<file path="src/rtl/uart_rx_pkg.sv">
// Shared UART definitions: state encodings and default line settings,
// kept in one place so a future transmitter can use the same values.
package uart_rx_pkg;

  localparam int UART_CLK_HZ  = 12_000_000;
  localparam int UART_BAUD    = 115_200;
  localparam int UART_MIN_CPB = 4;

  localparam logic [2:0] UART_IDLE  = 3'd0;
  localparam logic [2:0] UART_START = 3'd1;
  localparam logic [2:0] UART_DATA  = 3'd2;
  localparam logic [2:0] UART_STOP  = 3'd3;
  localparam logic [2:0] UART_BREAK = 3'd4;

  function automatic int uart_cpb(input int clk_hz, input int baud);
    return clk_hz / baud;
  endfunction

endpackage

</file>
<file path="src/rtl/uart_rx_sync2.sv">
// Two-flop synchronizer for a single asynchronous input. Both flops reset
// to RESET_VAL so the synchronized output starts at the line's idle level.
module sync2 #(
  parameter logic RESET_VAL = 1'b1
) (
  input  logic clk,
  input  logic rst_n,
  input  logic i_d,
  output logic o_q
);

  logic r_meta;
  logic r_sync;

  always_ff @(posedge clk or negedge rst_n) begin
    if (!rst_n) begin
      r_meta <= RESET_VAL;
      r_sync <= RESET_VAL;
    end else begin
      r_meta <= i_d;
      r_sync <= r_meta;
    end
  end

  assign o_q = r_sync;

endmodule

</file>
<file path="src/rtl/uart_rx.sv">
// 8N1 UART receiver: samples each bit at its centre, delivers good bytes with
// a one-cycle strobe and flags bad stop bits with a separate strobe.
module uart_rx
  import uart_rx_pkg::*;
#(
  parameter int CLK_HZ = UART_CLK_HZ,
  parameter int BAUD   = UART_BAUD
) (
  input  logic       clk,
  input  logic       rst_n,
  input  logic       rx,
  output logic       received,
  output logic [7:0] rx_byte,
  output logic       frame_error,
  output logic [2:0] dbg_state
);

  localparam int CPB  = uart_cpb(CLK_HZ, BAUD);
  localparam int HALF = CPB / 2;
  localparam int CW   = $clog2(CPB);

  localparam logic [CW-1:0] CNT_LAST  = CW'(CPB - 1);
  localparam logic [CW-1:0] HALF_LAST = CW'(HALF - 1);

  generate
    if (CPB < UART_MIN_CPB) begin : g_cpb_check
      $error("uart_rx: CLK_HZ/BAUD must be at least 4");
    end
  endgenerate

  logic          w_rx_s;
  logic [2:0]    r_state;
  logic [CW-1:0] r_cnt;
  logic [2:0]    r_idx;
  logic [7:0]    r_shift;
  logic [7:0]    r_byte;
  logic          r_received;
  logic          r_frame_err;

  sync2 #(
    .RESET_VAL (1'b1)
  ) u_sync (
    .clk   (clk),
    .rst_n (rst_n),
    .i_d   (rx),
    .o_q   (w_rx_s)
  );

  // r_cnt counts cycles within the current half/full bit; the sample is taken
  // on the edge where it reaches its last value, so it never exceeds CPB-1.
  always_ff @(posedge clk or negedge rst_n) begin
    if (!rst_n) begin
      r_state     <= UART_IDLE;
      r_cnt       <= '0;
      r_idx       <= 3'd0;
      r_shift     <= 8'd0;
      r_byte      <= 8'd0;
      r_received  <= 1'b0;
      r_frame_err <= 1'b0;
    end else begin
      r_received  <= 1'b0;
      r_frame_err <= 1'b0;
      case (r_state)
        UART_IDLE: begin
          r_cnt <= '0;
          if (!w_rx_s) begin
            r_state <= UART_START;
          end
        end
        UART_START: begin
          if (r_cnt == HALF_LAST) begin
            r_cnt <= '0;
            if (w_rx_s) begin
              r_state <= UART_IDLE;
            end else begin
              r_idx   <= 3'd0;
              r_state <= UART_DATA;
            end
          end else begin
            r_cnt <= r_cnt + 1'b1;
          end
        end
        UART_DATA: begin
          if (r_cnt == CNT_LAST) begin
            r_cnt   <= '0;
            r_shift <= {w_rx_s, r_shift[7:1]};
            r_idx   <= r_idx + 3'd1;
            if (r_idx == 3'd7) begin
              r_state <= UART_STOP;
            end
          end else begin
            r_cnt <= r_cnt + 1'b1;
          end
        end
        UART_STOP: begin
          if (r_cnt == CNT_LAST) begin
            r_cnt <= '0;
            // Returning to IDLE at mid-stop lets the next start edge land
            // anywhere in the second half of this stop bit.
            if (w_rx_s) begin
              r_byte     <= r_shift;
              r_received <= 1'b1;
              r_state    <= UART_IDLE;
            end else begin
              r_frame_err <= 1'b1;
              r_state     <= UART_BREAK;
            end
          end else begin
            r_cnt <= r_cnt + 1'b1;
          end
        end
        UART_BREAK: begin
          r_cnt <= '0;
          if (w_rx_s) begin
            r_state <= UART_IDLE;
          end
        end
        default: begin
          r_cnt   <= '0;
          r_state <= UART_IDLE;
        end
      endcase
    end
  end

  assign received    = r_received;
  assign rx_byte     = r_byte;
  assign frame_error = r_frame_err;
  assign dbg_state   = r_state;

endmodule
</file>
<file path="config.mk">
export PLATFORM = sky130hd
export DESIGN_NAME = uart_rx
export DESIGN_NICKNAME = d
export VERILOG_FILES = /design/src/rtl/uart_rx_pkg.sv /design/src/rtl/uart_rx_sync2.sv /design/src/rtl/uart_rx.sv
export SDC_FILE = /design/constraint.sdc
export NUM_CORES = 1
export LEC_CHECK = 0
export ABC_AREA = 1
export CELL_PAD_IN_SITES_DETAIL_PLACEMENT = 0
export CELL_PAD_IN_SITES_GLOBAL_PLACEMENT = 1
export CORE_ASPECT_RATIO = 1.1
export CORE_MARGIN = 8
export CORE_UTILIZATION = 28
export DETAILED_ROUTE_END_ITERATION = 16
export PLACE_DENSITY = 0.66
export SYNTH_ARGS = -nofsm -noshare
export SYNTH_HDL_FRONTEND = slang
export SYNTH_SLANG_ARGS = --single-unit
</file>
<file path="constraint.sdc">
create_clock -name clk -period 2.6 [get_ports clk]
set_input_delay 0.52 -clock clk [delete_from_list [all_inputs] [get_ports clk]]
set_output_delay 0.52 -clock clk [all_outputs]
set_load 0.05 [all_outputs]
</file>
==> metrics.txt <==
Synth Area in Compound Gates=0.08447; root buf cell=clkbuf_8; Primary FF master, synth=dfrtp_1; Int Pwr=0.9060 mW; measured slew at the worst slew-check pin=a little over 0.5 ns; Psw=about 0.22 mW; gr usage total=0.07990; EDFF count, synth=0; crit path time final=2.099 ns; Gate Count Post-Synth=approximately 170; crit-path max cell delay=~0.85 ns; fmax=476.5 MHz; Critical Path End Type=output port; layout cells sized above 1=0.1737; Startpoint Class=register; adder-cell share of the synthesized area=0.03218; total grt overflow=0; RSZ-0062 raised after global routing=false; Sw Ratio=0.1922; fillers=550; Pwr Total=about 1.1 mW; IO Count=16; synth unique cells=20; die area=slightly above 8000 sq um; PD cells=around 590 nW/um^2; Post-CTS Hold Buffers=0; storage element area=between 800 and 900 sq um; Die Span X=87.06 um; clock transition at the registers of the reported paths=about 0.070 ns; Top delay family on crit path=buffers and inverters; post-synthesis instance area=around 1600 sq um; Hold Crit Depth=0; DRT iter0 DRCs=42; initial core utilization=0.2901; maxcap violations=0; simple-gate share of the synthesized area=0.2430; initial antenna violation count=0; Avg Inst Size Synth=9.203 sq um; clock tree buffer depth=2; Clock Skews=0.002598 ns; crit path kind=register to output port; Final Hold Vio Count=0; Die Ht=about 94 um; worst vdd ir=about 0.34 mV; Max Slew Vio Count=0; Clk Latency, worst-skew pair=0.28 ns; Max FO, Critical Path=7; multi-input logic area=603.1 sq um; Place WS=around 0.8 ns; post-synthesis register bit count=33; DR vias=around 1100; core box area=between 5000 and 6000 sq um; Setup WS post-layout=0.5015 ns; clock sink total=33; CP Cell Sequence=clkdlybuf4s50_1; fin crit share=0.8071; combinational share of power=0.015; main combinational cell family by area after synthesis=simple AND/OR/NAND/NOR gates; Final setup viols=0; first-pass GRT wire length=between 5000 and 6000 um; site row count=28; TritonCTS clock tree=done; Num CTS Buffers=5; Async S/R FF share, synth=1.000; Critical Path RT=about 2.1 ns; IO buf count=15; Post-Route WL=2796 um; sequential fraction of the synthesis area=0.5326; slowest CP cell=clkdlybuf4s50_1; HPWL Detailed=~2000 um; Synth Area in XOR/XNOR=0.02816; stages on the worst setup path=1; drt first pass iters=4; Synth Warn #=0; Via-to-Cell Ratio=4.015; setup TNS=0 ns; area added between synthesis and finish=23.09%; Final #Nets=between 150 and 200; fin area=1914 sq um; worst path buffer plus inverter count=1; Clock Power Share=0.524; routed length per instance=10.55 um; hold crit path type=register to register; status=finished, final reports clean; DRC=0; post-synthesis mux area share=0; # resized after CTS=0; dpl cell area=1777 sq um; Arr. time, crit path=1.58 ns; Worst Reg-to-Reg Cells=6; Mapped Nets=176; Placer Congestion=0.6973; Routed Antenna Nets=0; Post-CTS Setup Bufs=0; largest net degree at the start of global routing=34; Seq pwr share=0.462; Rel. slew slack=0.6573; H-tree levels=2; number of global-route vias before repair=1108; ant diodes=0; Static Leakage=about 0.92 nW
==> stage by stage <==
stage,cells,hold slack [ns],util
global placement,257,0.3456,0.3315
detailed placement,257,0.3482,0.3315
CTS,265,0.3651,0.3571
global route,265,0.3701,0.3571
finish,265,0.3605,0.3571
floorplan,169,0.2244,-
==> cell usage in the layout, fill, tap and decap left out, drive strengths merged <==
cell type       n
bufinv          2
o21ai          15
inv            26
nand2          50
nand4           1
dfrtp          31
buf             1
xor2            3
nor3            3
clkdlybuf4s50  15
nand3          11
dfstp           2
or2             1
xnor2           2
nor2           18
ha              4
clkbuf          5
==> routing by layer <==
| metal | up-vias | GRT usage | routed length [um] |
|---|---|---|---|
| li1 | 561 | - | - |
| met1 | 485 | 0.1042 | 1389 |
| met2 | 16 | 0.1127 | 1231 |
| met3 | 2 | 0.03237 | 156 |
| met4 | 0 | 0.03448 | 19 |
| met5 | - | 0 | 0 |
==> power groups by stage <==
stage	clock, mW	combinational [mW]	sequential (mW)
global route	0.632	0.0196	0.518
CTS	0.616	0.0177	0.517
floorplan	0	0.00194	0.527
detailed placement	0	0.0176	0.528
finish	0.587	0.0164	0.518
global placement	0	0.0175	0.528
==> cells in the mapped netlist, drive strengths merged (2+ instances only) <==
master  instances  area, sq um
xnor2           2        17.52
inv            25        93.84
dfstp           2        52.55
nand3          11        72.57
buf             3        30.03
nand2          50        192.7
xor2            3        26.28
nor2           18        85.08
o21ai          15        131.4
dfrtp          31        775.7
nor3            3        15.01
ha              4        50.05
==> worst paths after layout <==
| path | start | end | slack (ns) |
|---|---|---|---|
| max in group asynchronous | rst_n | u_sync.o_q$_DFF_PN1_ | 1.63 |
| worst max-delay path | dbg_state[1]$_DFFE_PN0P_ | dbg_state[1] | 0.50 |
| min in group asynchronous | rst_n | r_shift[5]$_DFFE_PN0P_ | 0.64 |
| worst min-delay path | u_sync.r_meta$_DFF_PN1_ | u_sync.o_q$_DFF_PN1_ | 0.36 |
| worst min register to register | u_sync.r_meta$_DFF_PN1_ | u_sync.o_q$_DFF_PN1_ | 0.36 |
| worst max register to register | r_cnt[0]$_DFF_PN0_ | r_idx[0]$_DFFE_PN0P_ | 1.02 |
==> kinds of logic (layout without fill, tap and decap cells) <==
kind of cell | count (synthesis) | in the layout
and+or+nand+nor | 84 | 84
DFF | 33 | 33
buffers and inverters | 28 | 49
AOI/OAI and AO/OA | 15 | 15
xor gates and xnor gates | 5 | 5
adders and majority gates | 4 | 4
==> flip-flops by register name, indices dropped and copies added, names as in the netlist <==
register,count
r_shift,8
rx_byte,8
r_cnt,7
dbg_state,3
r_idx,3
frame_error,1
received,1
u_sync.o_q,1
u_sync.r_meta,1
==> cell type report <==
type / instances / area share
sequential: 33 / 0.4327
multi-input combinational: 108 / 0.3150
clock inverter: 3 / 0.03595
tap: 75 / 0.04902
inverter: 25 / 0.04902
timing repair buffer: 16 / 0.08235
clock buffer: 5 / 0.03595
Note: power is estimated with default switching activity, not from simulation.
